[src/rtl/fifo_wr_arbiter.sv]
// rtl/fifo_wr_arbiter.sv - round-robin burst arbiter sharing one FIFO write port
// Optional FIFO_ARB_STATS_EN adds per-requester accepted-word counters on stat_cnt.
module fifo_wr_arbiter #(
  parameter int NUM_REQ    = 4,
  parameter int DATA_WIDTH = 8,
  parameter int MAX_BURST  = 4,
  parameter int CNT_WIDTH  = 16
) (
  input  logic                            clk,
  input  logic                            reset,
  input  logic [NUM_REQ-1:0]              req,
  input  logic [NUM_REQ*DATA_WIDTH-1:0]   data,
  output logic [NUM_REQ-1:0]              ack,
  output logic [NUM_REQ-1:0]              grant,
  output logic                            fifo_write,
  output logic [DATA_WIDTH-1:0]           fifo_datain,
  input  logic                            fifo_full,
  output logic                            busy
`ifdef FIFO_ARB_STATS_EN
  ,
  output logic [NUM_REQ*CNT_WIDTH-1:0]    stat_cnt
`endif
);

  localparam int PTR_W  = $clog2(NUM_REQ);
  localparam int BEAT_W = (MAX_BURST > 1) ? $clog2(MAX_BURST) : 1;
  localparam logic [PTR_W-1:0]  LAST_IDX  = PTR_W'(NUM_REQ - 1);
  localparam logic [BEAT_W-1:0] LAST_BEAT = BEAT_W'(MAX_BURST - 1);

  if (NUM_REQ < 2 || MAX_BURST < 1 || CNT_WIDTH < 1) begin : g_bad_params
    $error("fifo_wr_arbiter: illegal parameter combination");
  end

  typedef enum logic {S_IDLE, S_GRANT} state_t;

  state_t              state, state_n;
  logic [NUM_REQ-1:0]  grant_n;
  logic [PTR_W-1:0]    rr_ptr, rr_ptr_n;
  logic [BEAT_W-1:0]   beat_cnt, beat_cnt_n;
  logic [PTR_W-1:0]    owner_idx, next_ptr, arb_ptr;
  logic [NUM_REQ-1:0]  win_onehot;
  logic                win_found;
  logic                owner_req, beat, rel_now;

  always_comb begin
    owner_idx   = '0;
    fifo_datain = '0;
    for (int i = 0; i < NUM_REQ; i++) begin
      if (grant[i]) begin
        owner_idx   = PTR_W'(i);
        fifo_datain = data[i*DATA_WIDTH +: DATA_WIDTH];
      end
    end
  end

  assign owner_req  = |(grant & req);
  assign beat       = owner_req & ~fifo_full;
  assign ack        = grant & req & {NUM_REQ{~fifo_full}};
  assign fifo_write = beat;
  assign busy       = (state == S_GRANT);
  assign rel_now    = (state == S_GRANT) && (!owner_req || (beat && beat_cnt == LAST_BEAT));
  assign next_ptr   = (owner_idx == LAST_IDX) ? '0 : owner_idx + PTR_W'(1);

  // A releasing owner re-arbitrates from the advanced pointer in the same cycle.
  assign arb_ptr = (state == S_GRANT) ? next_ptr : rr_ptr;

  always_comb begin
    int idx;
    idx        = 0;
    win_found  = 1'b0;
    win_onehot = '0;
    for (int k = 0; k < NUM_REQ; k++) begin
      idx = int'(arb_ptr) + k;
      if (idx >= NUM_REQ) idx = idx - NUM_REQ;
      if (!win_found && req[idx]) begin
        win_found       = 1'b1;
        win_onehot[idx] = 1'b1;
      end
    end
  end

  always_comb begin
    state_n    = state;
    grant_n    = grant;
    rr_ptr_n   = rr_ptr;
    beat_cnt_n = beat_cnt;
    case (state)
      S_IDLE: begin
        if (win_found) begin
          state_n    = S_GRANT;
          grant_n    = win_onehot;
          beat_cnt_n = '0;
        end
      end
      S_GRANT: begin
        if (rel_now) begin
          rr_ptr_n   = next_ptr;
          beat_cnt_n = '0;
          if (win_found) begin
            grant_n = win_onehot;
          end else begin
            state_n = S_IDLE;
            grant_n = '0;
          end
        end else if (beat) begin
          beat_cnt_n = beat_cnt + BEAT_W'(1);
        end
      end
      default: begin
        state_n = S_IDLE;
        grant_n = '0;
      end
    endcase
  end

  always_ff @(posedge clk or negedge reset) begin
    if (!reset) begin
      state    <= S_IDLE;
      grant    <= '0;
      rr_ptr   <= '0;
      beat_cnt <= '0;
    end else begin
      state    <= state_n;
      grant    <= grant_n;
      rr_ptr   <= rr_ptr_n;
      beat_cnt <= beat_cnt_n;
    end
  end

`ifdef FIFO_ARB_STATS_EN
  always_ff @(posedge clk or negedge reset) begin
    if (!reset) begin
      stat_cnt <= '0;
    end else begin
      for (int i = 0; i < NUM_REQ; i++) begin
        if (ack[i]) stat_cnt[i*CNT_WIDTH +: CNT_WIDTH] <= stat_cnt[i*CNT_WIDTH +: CNT_WIDTH] + CNT_WIDTH'(1);
      end
    end
  end
`endif

endmodule

[config.mk]
export PLATFORM = sky130hd
export DESIGN_NAME = fifo_wr_arbiter
export DESIGN_NICKNAME = d
export VERILOG_FILES = /design/src/rtl/fifo_wr_arbiter.sv
export SDC_FILE = /design/constraint.sdc
export NUM_CORES = 1
export LEC_CHECK = 0
export BUFFER_PORTS_ARGS = -buffer_cell sky130_fd_sc_hd__clkbuf_2
export CAP_MARGIN = 0
export CORE_MARGIN = 3
export CORE_UTILIZATION = 40
export CTS_BUF_LIST = sky130_fd_sc_hd__clkbuf_4 sky130_fd_sc_hd__clkbuf_8 sky130_fd_sc_hd__clkbuf_16
export CTS_CLUSTER_DIAMETER = 80
export CTS_CLUSTER_SIZE = 24
export DETAILED_ROUTE_END_ITERATION = 16
export GPL_ROUTABILITY_DRIVEN = 0
export PLACE_DENSITY = 0.69
export SYNTH_ARGS = -nofsm -noshare
export SYNTH_HDL_FRONTEND = slang
export SYNTH_SLANG_ARGS = --single-unit
[constraint.sdc]
create_clock -name clk -period 3.46 [get_ports clk]
set_input_delay 0.346 -clock clk [delete_from_list [all_inputs] [get_ports clk]]
set_output_delay 0.346 -clock clk [all_outputs]
set_load 0.02 [all_outputs]
==> run metrics, run 1 <==
antenna violations before repair 0; ANT nets after route 0; number of design rule violations left after detail routing 0; post-synth net total 200; crit path kind reg2reg; achievable frequency 348 MHz; Leak 0.699 nW; flip-flop and latch count after synthesis 9; final cell count without fillers 234; maximum capacitance violations 0; Antenna Diode Count 0; total negative setup slack 0 ns; largest net degree at the start of global routing 23; number of buffers between clock root and the deepest sink 2; crit path time final 2.88 ns; Post-Synthesis Cell Area 0.00112 sq mm; Die Height 58.8 um; number of enable-type register cells in the synthesized netlist 0; met3 track demand over resource 2.41%; number of hold violations in the final report 0; vias in the first global route 1188; global-route wire length before repair 4.89 mm; Final Net Count 252; share of synthesized registers carrying an async set or reset 100%; top flip-flop cell by instance count after synthesis dfrtp_1; number of core rows 18; clock sink count 9; Fin Clk Skew 0.00728 ns; GR Util met1 21.2%; layout cell share with drive strength beyond 1 33.3%; GR peak layer met2; routed via count 1298; critical-path maximum fanout 21; slowest cell on the critical path dfrtp_1; endpoint required time on the critical path 3.64 ns; routed length per instance 12.6 um; final worst-path cycle share 83.2%; count of hold buffers inserted by post-cts repair 1; overall track demand over capacity in global routing 17.6%; delay of the slowest cell on the worst path 0.75 ns; starting utilization of the core area 43.5%; clock transition time at the flip-flop clock pins of the worst setup and hold paths 0.06 ns; residual overflow from global routing 0; kind of path behind the tightest hold check in2reg; Root Buffer clkbuf_4; count of buffers inserted at the top-level ports 56; number of distinct library cells after synthesis 32; gate family responsible for the most delay along the worst path compound AO/OA/AOI/OAI gates; sort of element at the end of the critical path flop; placeable core region 0.00257 sq mm; gate count of the mapped netlist 153; CP bufs+invs 0; sequential fraction of the synthesis area 20.2%; top post-synthesis cells by count nand2_1, o21ai_0, nor2_1, a21oi_1, dfrtp_1; clk_lat worst skew 0.25 ns; leading cell type by number of instances after synthesis nand2_1; post-route cell area 0.00143 sq mm; setup fix buffers added after clock tree synthesis 0; arrival time at the worst endpoint 3.06 ns; RSZ-0062 raised after global routing false; mean instance size in the synthesized netlist 7.29 sq um; GRT met2 Usage 31.2%; IO Pins 57; Syn. warnings 0; number of iterations in the first detailed-routing pass 4; share of the synthesized area in the top cell type 20.2%; placed cell count 229; critical path's most frequent cell a21oi_1; placed cell area 0.00139 sq mm; Max rail drop VDD 0.524 mV; wire length after detailed routing 2.96 mm; Max-Slew Margin vs Limit 56.8%; detailed-placement wirelength estimate 2.44 mm; cell taking the most area after synthesis dfrtp_1; number of buffers created by CTS 3; area overhead of the layout relative to synthesis 28.3%; die width 58.8 um; Total Die Area 0.00346 sq mm; post-DR vias/cell 5.55; cell-by-cell trace of the critical path o21bai_1, o21a_1, ha_1, nor3_1, a21oi_1, or4_1, a21oi_1, a221o_1; run status finished clean; First DRT Iteration DRCs 72; Tightest Pin Transition 0.647 ns; Final Setup Violations 0; power per cell area 866 mW/mm^2; Resize count post-CTS 0; pre-CTS worst setup slack 0.602 ns; Slew Viols, Final 0; Area contributors post-synth dfrtp_1, ha_1, nand2_1; Critical Path Start Type flop; clock tree from TritonCTS built; setup slack after layout 0.583 ns; CTS H-Tree Depth 1
where the power goes:
group | internal (W) | total, W | switching [W]
Combinational | 0.000363 | 0.000900 | 0.000537
Sequential | 0.000147 | 0.000252 | 0.000105
Clock | 0.0000521 | 0.0000868 | 0.0000346
Total | 0.000563 | 0.00124 | 0.000676
logic make-up after synthesis:
kind of cell	count (synthesis)	share of synthesized area (%)
buf+inv	19	7.18
flops	9	20.2
fa+ha+maj	8	8.97
compound gates	55	33.0
simple gates	59	24.7
mux	3	6.05
final timing paths:
kind / from / end / slack, ns / cells past startpoint
setup / recovery: grant[2] / grant[2] / 0.58 / 8
hold / removal: req[1] / busy / 0.45 / 3
setup reg to reg: grant[2] / grant[2] / 0.58 / 8
hold reg to reg: rr_ptr[1] / rr_ptr[1] / 0.49 / 2
max in group asynchronous: reset / grant[3] / 2.79 / 2
min in group asynchronous: reset / beat_cnt[0] / 0.47 / 2
layer usage:
metal	vias up	part of all wire, %
met3	4	5.6
met1	591	44
met2	37	49
met4	0	1.3
met5	-	0
li1	666	-
placed cells by master, fill, tap and decap left out:
| cell | instances |
|---|---|
| clkbuf_2 | 56 |
| nand2_1 | 25 |
| o21ai_0 | 17 |
| nor2_1 | 14 |
| a21oi_1 | 11 |
| dfrtp_1 | 9 |
| ha_1 | 8 |
| a22oi_1 | 7 |
| inv_1 | 7 |
| nand4_1 | 5 |
| a31oi_1 | 5 |
| o211ai_1 | 4 |
| a221o_1 | 4 |
| clkbuf_4 | 4 |
| nand2b_1 | 3 |
| nor3_1 | 3 |
| mux4_2 | 3 |
| nor2b_1 | 2 |
| nor4_1 | 2 |
| nand3_1 | 2 |
| or4_1 | 2 |
| o31ai_1 | 2 |
| clkinv_2 | 1 |
| nor2b_4 | 1 |
| o2bb2ai_4 | 1 |
| inv_4 | 1 |
| o21bai_1 | 1 |
| o21a_1 | 1 |
| a21o_1 | 1 |
| a31o_2 | 1 |
| dlygate4sd3_1 | 1 |
flip-flops by register name, summed over array words and instances (netlist names):
signal    count
grant         4
beat_cnt      2
rr_ptr        2
busy          1
metrics by stage:
step           util [%]  total power, W  hold slack (ns)
2_1_floorplan         -        0.000924           0.0504
3_3_place_gp       54.2         0.00112            0.209
3_5_place_dp       54.2         0.00115            0.217
4_1_cts            55.8         0.00124            0.440
5_1_grt            55.8         0.00136            0.465
6_report           55.8         0.00124            0.455
area by class of cell:
type / instances / area [sq um]
sequential: 9 / 225
clock buffer: 4 / 30.0
timing repair buffer: 57 / 290
inverter: 9 / 37.5
tap: 30 / 37.5
multi-input combinational: 125 / 811
fill: 265 / 1140
worst min-delay path: cells and delay by family:
kind	cells	cell delay, ns
AND/OR/NAND/NOR	1	0.09
buffers and inverters	2	0.23
Power figures use the tool's default switching activity.
==> run 2: changes to the inputs <==
==> constraint.sdc (replaced) <==
create_clock -name clk -period 3 [get_ports clk]
set_input_delay 0.3 -clock clk [delete_from_list [all_inputs] [get_ports clk]]
set_output_delay 0.3 -clock clk [all_outputs]
set_load 0.02 [all_outputs]
==> run metrics, run 2 (same netlist as run 1, synthesis figures left out) <==
First DRT Iteration DRCs 62 (-14%); register area 225 sq um (unchanged); placeable core region 0.00257 sq mm (unchanged); endpoint required time on the critical path 3.19 ns (-0.45 ns); total negative setup slack 0 ns (unchanged); clock sink count 9 (unchanged); IO Pins 57 (unchanged); routed via count 1297 (-0.077%); setup fix buffers added after clock tree synthesis 0 (unchanged); Internal Pwr Total 0.000675 W (+20%); Leak 0.714 nW (+2.2%); most frequent standard cell in the layout excluding fill and tap cells clkbuf_2; Fin Clk Skew 0.00650 ns (-0.000784 ns); sort of element at the end of the critical path flop; net switching component of the power 0.000808 W (+19%); achievable frequency 375 MHz (+7.9%); routed length per instance 13.8 um (+9.5%); depth of the worst register-to-register path 8 (unchanged); clock tree from TritonCTS built; arrival time at the worst endpoint 2.86 ns (-0.20 ns); flip-flop count of the largest register, all copies and words added 4 (unchanged); Final Setup Violations 0 (unchanged); Resize count post-CTS 0 (unchanged); fraction of power consumed by sequential logic 15.3% (-5.0 points); Top reg by flops grant; Antenna Diode Count 0 (unchanged); commonest cells after routing, fill and taps aside clkbuf_2, nand2_1, o21ai_0; count of buffers inserted at the top-level ports 56 (unchanged); Total Die Area 0.00346 sq mm (unchanged); Slew Viols, Final 0 (unchanged); Final Net Count 255 (+1.2%); final core area utilization 56.6% (+0.88 points); Hold Crit Depth 3 (unchanged); number of filler instances in the final layout 251 (-5.3%); Tightest Pin Transition 0.526 ns (-0.122 ns); Top Registers grant (4), beat_cnt (2), rr_ptr (2); run status finished clean; area used by multi-input combinational logic 811 sq um (unchanged); Gate power share 77.8% (+5.2 points); clk_lat worst skew 0.26 ns (about the same); Die Height 58.8 um (unchanged); antenna violations before repair 0 (unchanged); crit path time final 2.67 ns (-0.211 ns); residual overflow from global routing 0 (unchanged); crit path kind reg2reg; total power 0.00148 W (+20%); wire length after detailed routing 3.28 mm (+11%); global-route wire length before repair 5.27 mm (+7.9%); clock network fraction of total power 6.9% (about the same); number of buffers created by CTS 3 (unchanged); starting utilization of the core area 43.5% (unchanged); count of hold buffers inserted by post-cts repair 1 (unchanged); die width 58.8 um (unchanged); detailed-placement wirelength estimate 2.63 mm (+7.9%); number of iterations in the first detailed-routing pass 4 (unchanged); maximum capacitance violations 0 (unchanged); number of core rows 18 (unchanged); CTS H-Tree Depth 1 (unchanged); Max-Slew Margin vs Limit 64.6% (+7.7 points); number of buffers between clock root and the deepest sink 2 (unchanged); Root Buffer clkbuf_4; largest net degree at the start of global routing 18 (-22%); vias in the first global route 1262 (+6.2%); layout cell share with drive strength beyond 1 34.3% (+0.97 points); Critical Path Start Type flop; number of design rule violations left after detail routing 0 (unchanged); clock transition time at the flip-flop clock pins of the worst setup and hold paths 0.07 ns (about the same); ANT nets after route 0 (unchanged); critical-path maximum fanout 8 (-62%); post-DR vias/cell 5.47 (-1.3%); kind of path behind the tightest hold check in2reg; switching part of the total 54.5% (-0.085 points); area overhead of the layout relative to synthesis 30.3%; final worst-path cycle share 88.9% (+5.7 points); RSZ-0062 raised after global routing false; power per cell area 1020 mW/mm^2 (+18%); number of hold violations in the final report 0 (unchanged); Max rail drop VDD 0.687 mV (+31%); overall track demand over capacity in global routing 19.2% (+1.7 points)
==> run 2: cell types whose count changed in the layout (fill, tap and decap cells not counted) <==
cell   delta
buf_4     +3
==> run 2: final cells by class <==
cell class / count / share of cell area, %
inverters: 9 / 2.58
clock buffers: 4 / 2.07
multi-input cells: 125 / 55.8
well taps: 30 / 2.58
repair buffers: 60 / 21.5
flip-flops and latches: 9 / 15.5
==> run 2: worst max-delay path, stage by stage (launching register included) <==
cell	delay, ns
dfrtp_1	0.45
o21bai_1	0.30
o21a_1	0.34
ha_1	0.37
or4_1	0.42
o21ai_0	0.15
nand2_1	0.07
a21oi_1	0.30
a221o_1	0.21
==> run 2: per-layer routing <==
layer  vias up  track usage [%]  part of all wire [%]
li1        672                -                     -
met5         -                0                     0
met3         2             2.85                   4.5
met1       592             22.8                    44
met4         0             6.80                  0.70
met2        31             34.9                    50
==> run 2: through the flow <==
stage / cells / setup WS, ns / cell area (sq um) / hold slack, ns
4_1_cts: 237 / 0.379 / 1450 / 0.390
5_1_grt: 237 / 0.130 / 1450 / 0.443
6_report: 237 / 0.334 / 1450 / 0.406
3_5_place_dp: 232 / 0.386 / 1410 / 0.168
3_3_place_gp: 232 / 0.490 / 1410 / 0.166
2_1_floorplan: 153 / 0.461 / 1120 / 0.00441
==> run 2: worst paths after layout <==
check                                 start          end  slack [ns]
worst max-delay path               grant[2]     grant[2]        0.33
worst min-delay path                 req[1]         busy        0.41
worst max register to register     grant[2]     grant[2]        0.33
worst min register to register  beat_cnt[1]  beat_cnt[1]        0.49
max in group asynchronous             reset     grant[0]        2.37
min in group asynchronous             reset  beat_cnt[1]        0.42
==> run 2: power groups by stage <==
stage | combinational [W] | sequential [W] | clock [W]
floorplan | 0.000823 | 0.000243 | 0
global placement | 0.00110 | 0.000228 | 0
detailed placement | 0.00114 | 0.000229 | 0
CTS | 0.00114 | 0.000228 | 0.000105
global route | 0.00127 | 0.000239 | 0.000111
finish | 0.00115 | 0.000227 | 0.000103
==> run 3: changes to the inputs <==
==> constraint.sdc (replaced) <==
create_clock -name clk -period 2.47 [get_ports clk]
set_input_delay 0.247 -clock clk [delete_from_list [all_inputs] [get_ports clk]]
set_output_delay 0.247 -clock clk [all_outputs]
set_load 0.02 [all_outputs]
==> run metrics, run 3 (same netlist as run 1, synthesis figures left out) <==
run status finished clean; Hold Crit Depth 3 (unchanged); gate family responsible for the most delay along the worst path compound AO/OA/AOI/OAI gates; antenna violations before repair 0 (unchanged); routed length per instance 13.7 um (-1.3%); IO Pins 57 (unchanged); ANT nets after route 0 (unchanged); Slew Viols, Final 0 (unchanged); Total Die Area 0.00346 sq mm (unchanged); total power 0.00188 W (+27%); global-route wire length before repair 5.63 mm (+6.8%); maximum capacitance violations 0 (unchanged); crit path kind reg2reg; residual overflow from global routing 0 (unchanged); die width 58.8 um (unchanged); placeable core region 0.00257 sq mm (unchanged); flip-flop count of the largest register, all copies and words added 4 (unchanged); number of iterations in the first detailed-routing pass 7 (+3); clk_lat worst skew 0.26 ns (about the same); starting utilization of the core area 43.5% (unchanged); kind of path behind the tightest hold check in2reg; clock tree from TritonCTS built; worst reg-to-reg setup slack 0.21 ns (-0.12 ns); layout cell share with drive strength beyond 1 37.7% (+3.4 points); placed cell count 237 (+2.2%); commonest cells after routing, fill and taps aside clkbuf_2, nand2_1, o21ai_0; Max rail drop VDD 0.715 mV (+4.1%); endpoint with the worst hold slack busy; routed via count 1372 (+5.8%); delay of the slowest cell on the worst path 0.43 ns (-0.02 ns); Leak 0.737 nW (+3.2%); largest net degree at the start of global routing 20 (+2); depth of the worst register-to-register path 8 (unchanged); CTS H-Tree Depth 1 (unchanged); endpoint required time on the critical path 2.66 ns (-0.53 ns); detailed-placement wirelength estimate 2.68 mm (+2.0%); Critical Path Start Type flop; post-route cell area 0.00150 sq mm (+3.2%); sort of element at the end of the critical path flop; Top reg by flops grant; setup slack after layout 0.212 ns (-0.122 ns); Antenna Diode Count 0 (unchanged); First DRT Iteration DRCs 68 (+9.7%); slowest cell on the critical path dfrtp_1; Root Buffer clkbuf_4; count of buffers inserted at the top-level ports 56 (unchanged); Fin Clk Skew 0.00422 ns (-0.00227 ns); Final Setup Violations 0 (unchanged); total negative setup slack 0 ns (unchanged); crit path time final 2.26 ns (-0.408 ns); Top Registers grant (4), beat_cnt (2), rr_ptr (2); area overhead of the layout relative to synthesis 34.4%; final cell count without fillers 242 (+2.1%); number of buffers between clock root and the deepest sink 2 (unchanged); arrival time at the worst endpoint 2.45 ns (-0.41 ns); critical-path maximum fanout 6 (-2); most frequent standard cell in the layout excluding fill and tap cells clkbuf_2; endpoint of the worst register-to-register path grant[2]; wire length after detailed routing 3.31 mm (+0.82%); number of hold violations in the final report 0 (unchanged); Die Height 58.8 um (unchanged); final worst-path cycle share 91.4% (+2.6 points); number of buffers created by CTS 3 (unchanged); Max-Slew Margin vs Limit 63.3% (-1.3 points); overall track demand over capacity in global routing 20.1% (+0.86 points); clock sink count 9 (unchanged); cell-by-cell trace of the critical path o21bai_1, o21a_2, ha_1, nor3_1, a21oi_1, or4_1, a21oi_2, a221o_1; number of filler instances in the final layout 253 (+0.80%); RSZ-0062 raised after global routing false; clock transition time at the flip-flop clock pins of the worst setup and hold paths 0.06 ns (about the same); worst reg2reg startpoint grant[3]; pre-CTS worst setup slack 0.151 ns (-0.235 ns); Tightest Pin Transition 0.545 ns (+0.0194 ns); placed cell area 0.00145 sq mm (+2.8%); number of core rows 18 (unchanged); post-DR vias/cell 5.67 (+3.6%); number of design rule violations left after detail routing 0 (unchanged); power per cell area 1260 mW/mm^2 (+23%); Final Net Count 260 (+2.0%); achievable frequency 443 MHz (+18%); CP bufs+invs 0 (unchanged); vias in the first global route 1345 (+6.6%); Worst Min Path Start req[1]
==> run 3: cell count changes in the layout (fill, tap and decap cells not counted) <==
cell / previous run / this run
buf_4: 3 / 8
o21a_1: 1 / 0
dfrtp_2: 0 / 1
nor2b_2: 0 / 1
dfrtp_1: 9 / 8
nor2b_1: 2 / 1
a21oi_1: 11 / 10
o21a_2: 0 / 1
a21oi_2: 0 / 1
==> run 3: area by class of cell <==
cell class                 count  area [sq um]  share of cell area (%)
sequential                     9           226                    15.1
multi-input combinational    125           818                    54.5
timing repair buffer          65           350                    23.4
tap                           30          37.5                    2.50
inverter                       9          37.5                    2.50
clock buffer                   4          30.0                    2.00
==> run 3: how the worst max path moves through the flow <==
stage	start	end	slack, ns	cells after the start
after floorplan	grant[2]	grant[2]	0.03	9
after global placement	grant[3]	grant[2]	0.25	8
after detailed placement	grant[3]	grant[2]	0.15	8
after CTS	grant[3]	grant[2]	0.13	8
after global routing	grant[3]	grant[2]	0.07	8
final	grant[3]	grant[2]	0.21	8
==> run 3: where the power goes <==
| part | internal [W] | leakage [nW] | switching, W |
|---|---|---|---|
| clock network | 0.0000733 | 0.0184 | 0.0000515 |
| logic | 0.000603 | 0.609 | 0.000883 |
| registers | 0.000210 | 0.110 | 0.0000631 |
| total | 0.000886 | 0.737 | 0.000998 |
==> run 3: what timing repair did <==
item	4_1_cts	5_1_grt
resized for setup	0	2
hold buffers	1	0
setup endpoints to repair	0	5
buffers inserted	0	0
hold endpoints to repair	9	0
==> run 3: worst register-to-register path: stages (launching register included) <==
cell and delay [ns]:
dfrtp_1 0.43, o21bai_1 0.19, o21a_2 0.21, ha_1 0.32
nor3_1 0.14, a21oi_1 0.06, or4_1 0.42, a21oi_2 0.23
a221o_1 0.18
==> run 3: metal layers <==
layer  share of wire, %  up-vias  track usage, %  wire length [um]
li1                   -      677               -                 -
met2                 51       52            37.2              1700
met5                  0        -               0                 0
met1                 42      637            24.0              1380
met3                5.6        6            1.97               184
met4                1.3        0            6.47                44
==> run 3: metrics by stage <==
step | hold slack [ns] | utilization, %
final | 0.343 | 58.4
after global routing | 0.369 | 58.4
after CTS | 0.328 | 58.2
after detailed placement | 0.110 | 56.6
after global placement | 0.112 | 56.6
after floorplan | -0.0486 | -
